--- src/rtl/ram_rr_arbiter.sv ---
// Round-robin arbiter sharing one single-port RAM among N_REQ req/ack clients.
// Optional grant lock port is enabled by defining RAM_ARB_LOCK_EN.
module ram_rr_arbiter #(
  parameter int N_REQ  = 4,
  parameter int ADDR_W = 10,
  parameter int DATA_W = 8,
  localparam int ID_W  = (N_REQ > 1) ? $clog2(N_REQ) : 1
) (
  input  logic                     clk,
  input  logic                     rst,
  input  logic [N_REQ-1:0]         req,
  input  logic [N_REQ-1:0]         we,
  input  logic [N_REQ*ADDR_W-1:0]  addr,
  input  logic [N_REQ*DATA_W-1:0]  wdata,
`ifdef RAM_ARB_LOCK_EN
  input  logic [N_REQ-1:0]         lock,
`endif
  output logic [N_REQ-1:0]         ack,
  output logic [DATA_W-1:0]        rdata,
  output logic                     busy,
  output logic [ID_W-1:0]          gnt_id,
  output logic                     ram_wr,
  output logic [ADDR_W-1:0]        ram_addr,
  output logic [DATA_W-1:0]        ram_wdata,
  input  logic [DATA_W-1:0]        ram_rdata
);

  typedef enum logic {IDLE, ACCESS} state_t;

  state_t              state, state_nx;
  logic [ID_W-1:0]     rr_ptr, ptr_nx;
  logic [ID_W-1:0]     gnt_nx;
  logic [N_REQ-1:0]    ack_nx;
  logic [DATA_W-1:0]   rdata_nx;
  logic                wr_q, wr_nx;
  logic [ADDR_W-1:0]   addr_nx;
  logic [DATA_W-1:0]   wdata_nx;
  logic [N_REQ-1:0]    eligible;
  logic                hold;
  logic                found;
  logic [ID_W-1:0]     win;
  logic [ID_W-1:0]     idx;

  assign busy = (state == ACCESS);
  // Gating with rst keeps an aborted write from committing at the reset edge.
  assign ram_wr = wr_q & ~rst;

  always_comb begin
    state_nx = state;
    ptr_nx   = rr_ptr;
    gnt_nx   = gnt_id;
    ack_nx   = '0;
    rdata_nx = rdata;
    wr_nx    = 1'b0;
    addr_nx  = ram_addr;
    wdata_nx = ram_wdata;
    eligible = req & ~ack;
    found    = 1'b0;
    win      = '0;
    idx      = '0;
`ifdef RAM_ARB_LOCK_EN
    hold     = (|ack) && lock[gnt_id] && req[gnt_id];
`else
    hold     = 1'b0;
`endif

    case (state)
      IDLE: begin
        if (hold) begin
          found = 1'b1;
          win   = gnt_id;
        end else begin
          for (int unsigned i = 1; i <= N_REQ; i++) begin
            idx = ID_W'((32'(rr_ptr) + i) % N_REQ);
            if (!found && eligible[idx]) begin
              found = 1'b1;
              win   = idx;
            end
          end
        end
        if (found) begin
          state_nx = ACCESS;
          addr_nx  = addr[int'(win)*ADDR_W +: ADDR_W];
          wdata_nx = wdata[int'(win)*DATA_W +: DATA_W];
          wr_nx    = we[win];
          gnt_nx   = win;
          if (!hold)
            ptr_nx = win;
        end
      end
      ACCESS: begin
        if (!wr_q)
          rdata_nx = ram_rdata;
        ack_nx[gnt_id] = 1'b1;
        state_nx       = IDLE;
      end
      default: state_nx = IDLE;
    endcase
  end

  always_ff @(posedge clk) begin
    if (rst) begin
      state     <= IDLE;
      rr_ptr    <= ID_W'(N_REQ - 1);
      gnt_id    <= '0;
      ack       <= '0;
      rdata     <= '0;
      wr_q      <= 1'b0;
      ram_addr  <= '0;
      ram_wdata <= '0;
    end else begin
      state     <= state_nx;
      rr_ptr    <= ptr_nx;
      gnt_id    <= gnt_nx;
      ack       <= ack_nx;
      rdata     <= rdata_nx;
      wr_q      <= wr_nx;
      ram_addr  <= addr_nx;
      ram_wdata <= wdata_nx;
    end
  end

endmodule
--- config.mk ---
export PLATFORM = sky130hd
export DESIGN_NAME = ram_rr_arbiter
export DESIGN_NICKNAME = d
export VERILOG_FILES = /design/src/rtl/ram_rr_arbiter.sv
export SDC_FILE = /design/constraint.sdc
export NUM_CORES = 1
export LEC_CHECK = 0
export CAP_MARGIN = 25
export CORE_UTILIZATION = 40
export DETAILED_ROUTE_END_ITERATION = 8
export PLACE_DENSITY = 0.88
export SKIP_CTS_REPAIR_TIMING = 1
export SLEW_MARGIN = 20
export SYNTH_ARGS = -nofsm -noshare
export SYNTH_HDL_FRONTEND = slang
export SYNTH_SLANG_ARGS = --single-unit
--- constraint.sdc ---
create_clock -name clk -period 3.2 [get_ports clk]
set_input_delay 0.64 -clock clk [delete_from_list [all_inputs] [get_ports clk]]
set_output_delay 0.64 -clock clk [all_outputs]
set_load 0.005 [all_outputs]
==> results_dict.tcl, run 1 <==
set metrics [dict create \
    cts_sinks 36 \
    setup_viol 0 \
    fin_ws_ns 0.826 \
    combPwrFrac 0.369 \
    synth_compound_area_frac 0.329 \
    insertion_delay_ns 0.29 \
    reg2reg_to "ram_addr[3]$_SDFFE_PP0P_" \
    yosysTopAreaCellShare 0.362 \
    p_sw_mw 0.414 \
    cts_buffers 5 \
    skew_ns 0.00628 \
    antenna_cells 0 \
    cts.path.max_buffers 2 \
    ios 124 \
    synth-xor-area-share 0 \
    wirelength_um 5970 \
    layout.nets 411 \
    post-route-period-util 0.742 \
    min_period_ns 2.37 \
    cp_cell_sequence "clkdlybuf4s50_1 > nand3b_1 > a311oi_2 > and2_2 > buf_12 > mux2i_1 > a211oi_2" \
    grt_pass1_vias 2176 \
    port_buffers 123 \
    critPathSlowestCell "clkdlybuf4s50_1" \
    final_antenna_net_count 0 \
    max_slew_margin 0.458 \
    via_per_inst 5.26 \
    status "finished clean" \
    max-cap-violations 0 \
    p_per_area_nw_per_um2 405 \
    multi_input_area_um2 1180 \
    critPathTopFamily "buffers and inverters" \
    max_stage_delay_ns 0.49 \
    power_frac_clock 0.241 \
    crit_path_start "req[0]" \
    netlist.top_cell.by_area "dfxtp_1" \
    synth_top_family_by_area "compound AO/OA/AOI/OAI gates" \
    end_kind "flip-flop" \
    hp-class "reg2reg" \
    async_flop_share 0 \
    wl_per_cell_um 15.4 \
    syn_area_per_cell_um2 10.1 \
    initialDrtViolationCount 23 \
    path_depth 7 \
    leakagePower_nw 1.28 \
    synth.area.mux_share 0.151 \
    track_usage 0.234 \
    num_vias 2047 \
    cts_max_level 2 \
    syn_nets 287 \
    gp_routability_congestion 0.813 \
    rsz0062_at_grt "false" \
    dp_hpwl_um 4500 \
    endpoint "ram_addr[3]$_SDFFE_PP0P_" \
    synth_cells 197 \
    internal_power_mw 0.957 \
    synthToLayoutAreaGrowth_pct 70.1 \
    crit_arrival_ns 2.54 \
    reg2reg_depth 6 \
    worst_ep_required_time_ns 3.36 \
    netlist_area_um2 1990 \
    cts_tree "done" \
    register_area_um2 721 \
    synthAdderAreaFrac 0 \
    cts_root_buf "clkbuf_8" \
    core_region_area_um2 4750 \
    path_clk_slew_ns 0.08 \
    max_slew.worst_pin.slew_ns 0.810 \
    grt_max_degree 35 \
    crit_type "in2reg" \
    fp-row-count 25 \
    synth_common_cells "dfxtp_1 (36), mux2i_1 (30), a211oi_1 (26)" \
    fillers 398 \
    seq_power_share 0.390 \
    synth.most_common_cell "dfxtp_1" \
    max_freq_mhz 421 \
    die_x_um 72.5 \
    r2r-start "rr_ptr[1]$_SDFFE_PP1P_" \
    yosys-top-cells-area "dfxtp_1 (36%), mux2i_1 (15%), a211oi_1 (9.8%)" \
    drive_above_1_share 0.0994 \
    irDropWorstVdd_v 0.000269 \
    antenna_found_initial 0 \
    grt_first_pass_wirelength_um 9660 \
    critPathBufInv 2 \
    synth_cell_types 36 \
    grt-ovfl-total 0 \
    post-route-drc-count 0 \
    synth-edff-count 0 \
    yosys_register_bits 36 \
    start_util 0.419 \
    fin_setup_tns_ns 0 \
    start_kind "input port" \
    synthSimpleGateAreaFrac 0.110 \
    ys_seq_area_frac 0.362 \
    die_area_um2 5260 \
    dp_slack_ns 0.500 \
    critPathMaxFanout 22 \
    swShare 0.302 \
    synth_warnings 0 \
    die_h_um 72.5 \
    firstDrtPassIters 4 \
    report.final.slew_viol_count 0 \
    synth_flop_cell "dfxtp_1" \
    reg2reg_setup_slack_ns 1.20 \
    hold_violations 0 \
]
## cells in the final DEF, fill, tap and decap left out, types with 2 or more instances in the layout
| cell type | instances |
|---|---|
| o221ai_1 | 2 |
| mux2i_1 | 30 |
| buf_4 | 6 |
| a21boi_0 | 16 |
| inv_1 | 3 |
| o21bai_1 | 17 |
| dfxtp_1 | 36 |
| clkinvlp_4 | 2 |
| nand2_1 | 2 |
| clkbuf_8 | 5 |
| clkdlybuf4s50_1 | 123 |
| nor4b_1 | 2 |
| a211oi_2 | 7 |
| nor2b_1 | 4 |
| or3b_2 | 2 |
| a211oi_1 | 26 |
| nor2_1 | 15 |
| nand2b_1 | 5 |
## worst min path at each step
stage	from	endpoint	slack [ns]	depth (start not counted)
finish	rdata[5]$_SDFFE_PP0P_	rdata[5]$_SDFFE_PP0P_	0.50	2
CTS	gnt_id[0]$_SDFFE_PP0P_	ack[2]$_SDFF_PP0_	0.51	1
floorplan	gnt_id[0]$_SDFFE_PP0P_	ack[2]$_SDFF_PP0_	0.45	1
global placement	rdata[5]$_SDFFE_PP0P_	rdata[5]$_SDFFE_PP0P_	0.47	2
global route	ram_wdata[5]$_SDFFE_PP0P_	ram_wdata[5]$_SDFFE_PP0P_	0.55	2
detailed placement	gnt_id[0]$_SDFFE_PP0P_	ack[2]$_SDFF_PP0_	0.49	1
## area by class of cell
type / count / area share
clock buffers: 5 / 0.0203
clock inverters: 3 / 0.00702
inverters: 3 / 0.00332
multi-input cells: 145 / 0.349
flip-flops and latches: 36 / 0.213
well taps: 67 / 0.0248
repair buffers: 130 / 0.383
## through the flow
| stage | hold WS [ns] | cells | utilization | total power [mW] | area (µm²) |
|---|---|---|---|---|---|
| floorplan | 0.454 | 197 | - | 0.796 | 1990 |
| global placement | 0.472 | 381 | 0.693 | 1.04 | 3290 |
| detailed placement | 0.485 | 381 | 0.693 | 1.05 | 3290 |
| CTS | 0.508 | 389 | 0.712 | 1.39 | 3390 |
| global route | 0.545 | 389 | 0.712 | 1.45 | 3390 |
| finish | 0.504 | 389 | 0.712 | 1.37 | 3390 |
## worst min-delay path: cells and delay by family (launching register included)
family	cells	cell delay, ns
multiplexers	1	0.06
AND/OR/NAND/NOR	1	0.08
flip-flops	1	0.33
## logic make-up after synthesis
logic type	Yosys count
AOI/OAI and AO/OA	77
buffers and inverters	16
DFF	36
muxes	30
and+or+nand+nor	38
## registers in the layout (all words and copies together), names as in the netlist
| register | flops |
|---|---|
| busy | 1 |
| rdata | 8 |
| ack | 4 |
| gnt_id | 2 |
| ram_addr | 10 |
| ram_wdata | 8 |
| wr_q | 1 |
| rr_ptr | 2 |
## routing by layer
layer	global-route usage	up-vias	wire length, µm
met5	0	-	0
met4	0.0828	0	98
met3	0.0750	10	438
met2	0.421	85	2930
met1	0.258	955	2510
li1	-	997	-
## power by group through the flow
| stage | logic, mW | registers (mW) | clock network [mW] |
|---|---|---|---|
| 2_1_floorplan | 0.250 | 0.546 | 0 |
| 3_3_place_gp | 0.500 | 0.543 | 0 |
| 3_5_place_dp | 0.509 | 0.545 | 0 |
| 4_1_cts | 0.511 | 0.535 | 0.342 |
| 5_1_grt | 0.549 | 0.543 | 0.361 |
| 6_report | 0.506 | 0.535 | 0.330 |
No activity file was read; power rests on OpenSTA's default activity.
==> run 2: changes to the inputs <==
--- a/config.mk
+++ b/config.mk
@@ -6,9 +6,9 @@
 export NUM_CORES = 1
 export LEC_CHECK = 0
 export CAP_MARGIN = 25
-export CORE_UTILIZATION = 40
+export CORE_UTILIZATION = 37
 export DETAILED_ROUTE_END_ITERATION = 8
-export PLACE_DENSITY = 0.88
+export PLACE_DENSITY = 0.83
 export SKIP_CTS_REPAIR_TIMING = 1
 export SLEW_MARGIN = 20
 export SYNTH_ARGS = -nofsm -noshare
==> constraint.sdc (replaced) <==
create_clock -name clk -period 2.3 [get_ports clk]
set_input_delay 0.46 -clock clk [delete_from_list [all_inputs] [get_ports clk]]
set_output_delay 0.46 -clock clk [all_outputs]
set_load 0.005 [all_outputs]
==> run 2 against run 1 <==
Effect of this change: cell area rose by 3.8%; critical path depth is the same; critical path type unchanged; sequential power rose by 40%; total power increased by 51%; clock skew increased by 0.00071 ns; clock-buffer cell count unchanged.
==> results_dict.tcl, run 2 (synthesis gave the netlist of run 1 again) <==
set metrics [dict create \
    status "finished clean" \
    insertion_delay_ns 0.29 \
    rsz0062_at_grt "false" \
    fin_setup_tns_ns 0 \
    largest_reg_flops 10 \
    track_usage 0.237 \
    wl_per_cell_um 15.6 \
    start_util 0.387 \
    use_met3 0.0635 \
    end_kind "flip-flop" \
    num_vias 2108 \
    r2r-start "ack[2]$_SDFF_PP0_" \
    dp.cells 394 \
    finalNonFillerCells 402 \
    reg2reg_setup_slack_ns 0.43 \
    reg_top3 "ram_addr x10, ram_wdata x8, rdata x8" \
    antenna_cells 0 \
    grt_pass1_vias 2243 \
    die_h_um 75.4 \
    hp-class "reg2reg" \
    cts_max_level 2 \
    worst_ep_required_time_ns 2.47 \
    wirelength_um 6260 \
    irDropWorstVdd_v 0.000355 \
    gr-max-usage-layer "met2" \
    max_slew_margin 0.711 \
    top_register "ram_addr" \
    report.final.slew_viol_count 0 \
    critPathMaxFanout 14 \
    max-cap-violations 0 \
    layout_commonest_cell "clkdlybuf4s50_1" \
    leakagePower_nw 1.35 \
    cts.path.max_buffers 2 \
    grt_max_degree 35 \
    grt-ovfl-total 0 \
    placed_cell_area_um2 3400 \
    antenna_found_initial 0 \
    initialDrtViolationCount 62 \
    hold-worst-slack_ns 0.493 \
    cp_cell_sequence "clkdlybuf4s50_1 > nand2b_1 > a221oi_2 > o31ai_2 > buf_12 > a211oi_1 > a211oi_2" \
    grt_first_pass_wirelength_um 10200 \
    dp_hpwl_um 4820 \
    ios 124 \
    firstDrtPassIters 4 \
    multi_input_area_um2 1190 \
    die_x_um 75.4 \
    cts_buffers 5 \
    stdcell_area_um2 3520 \
    core_region_area_um2 5140 \
    cts_sinks 36 \
    port_buffers 123 \
    path_clk_slew_ns 0.08 \
    gp_routability_congestion 0.887 \
    cts_root_buf "clkbuf_8" \
    critPathBufInv 2 \
    hold_depth 1 \
    reg2reg_to "ram_addr[3]$_SDFFE_PP0P_" \
    max_freq_mhz 480 \
    crit_arrival_ns 2.25 \
    critPathSlowestCell "a221oi_2" \
    min_period_ns 2.08 \
    via_per_inst 5.24 \
    max_stage_delay_ns 0.47 \
    register_area_um2 721 \
    final_cell_mix "clkdlybuf4s50_1 (123), dfxtp_1 (36), mux2i_1 (30)" \
    post-route-period-util 0.906 \
    setup_viol 0 \
    p_per_area_nw_per_um2 589 \
    fillers 444 \
    met1_usage 0.276 \
    hold_violations 0 \
    skew_ns 0.00699 \
    crit_path_start "req[2]" \
    reg2reg_depth 6 \
    hp-start "gnt_id[0]$_SDFFE_PP0P_" \
    grt_use_met2 0.412 \
    whs_endpoint "ack[2]$_SDFF_PP0_" \
    fp-row-count 26 \
    cts_tree "done" \
    crit_type "in2reg" \
    layout.nets 421 \
    utilization 0.684 \
    drive_above_1_share 0.127 \
    start_kind "input port" \
    die_area_um2 5680 \
    post-route-drc-count 0 \
    max_slew.worst_pin.slew_ns 0.427 \
    final_antenna_net_count 0 \
    critPathTopFamily "compound AO/OA/AOI/OAI gates" \
    synthToLayoutAreaGrowth_pct 76.6 \
]
[run 2: cell count changes in the layout (fill, tap and decap cells not counted), sizes merged]
cell,change
bufinv,+1
clkinvlp,-1
buf,+10
[run 2: cell type report]
class                   count  area share
repair buffers            140       0.397
multi-input cells         145       0.338
flip-flops and latches     36       0.205
well taps                  70      0.0249
clock buffers               5      0.0196
clock inverters             3      0.0121
inverters                   3     0.00320
[run 2: routing by layer]
layer | vias up | wire length (µm) | part of all wire
li1 | 1022 | - | -
met2 | 82 | 3040 | 0.49
met5 | - | 0 | 0
met4 | 0 | 133 | 0.021
met1 | 990 | 2590 | 0.41
met3 | 14 | 495 | 0.079
[run 2: worst reg2reg max path, cell delays in order, from the launching register on]
cell      delay, ns
dfxtp_1        0.32
nand2b_1       0.25
a221oi_2       0.47
o31ai_2        0.17
buf_12         0.18
a211oi_1       0.28
a211oi_2       0.08
[run 2: worst max-delay path by stage]
stage / cells past startpoint / slack [ns] / to
floorplan: 7 / 0.43 / ram_addr[3]$_SDFFE_PP0P_
global placement: 7 / -0.1 / ram_addr[8]$_SDFFE_PP0P_
detailed placement: 7 / -0.18 / ram_addr[8]$_SDFFE_PP0P_
CTS: 7 / 0.13 / ram_addr[8]$_SDFFE_PP0P_
global route: 7 / 0.05 / ram_addr[9]$_SDFFE_PP0P_
finish: 7 / 0.22 / ram_addr[3]$_SDFFE_PP0P_
[run 2: report_power, final]
| part | internal [mW] | switching (mW) | total (mW) | leakage [nW] |
|---|---|---|---|---|
| clock network | 0.321 | 0.238 | 0.559 | 0.0541 |
| registers | 0.698 | 0.0500 | 0.748 | 0.298 |
| logic | 0.461 | 0.303 | 0.764 | 1.00 |
| total | 1.48 | 0.592 | 2.07 | 1.35 |
[run 2: per-stage QoR]
stage / power, mW / worst slack [ns]
6_report: 2.07 / 0.215
5_1_grt: 2.19 / 0.0548
4_1_cts: 2.09 / 0.125
3_5_place_dp: 1.52 / -0.181
3_3_place_gp: 1.51 / -0.0961
2_1_floorplan: 1.11 / 0.430
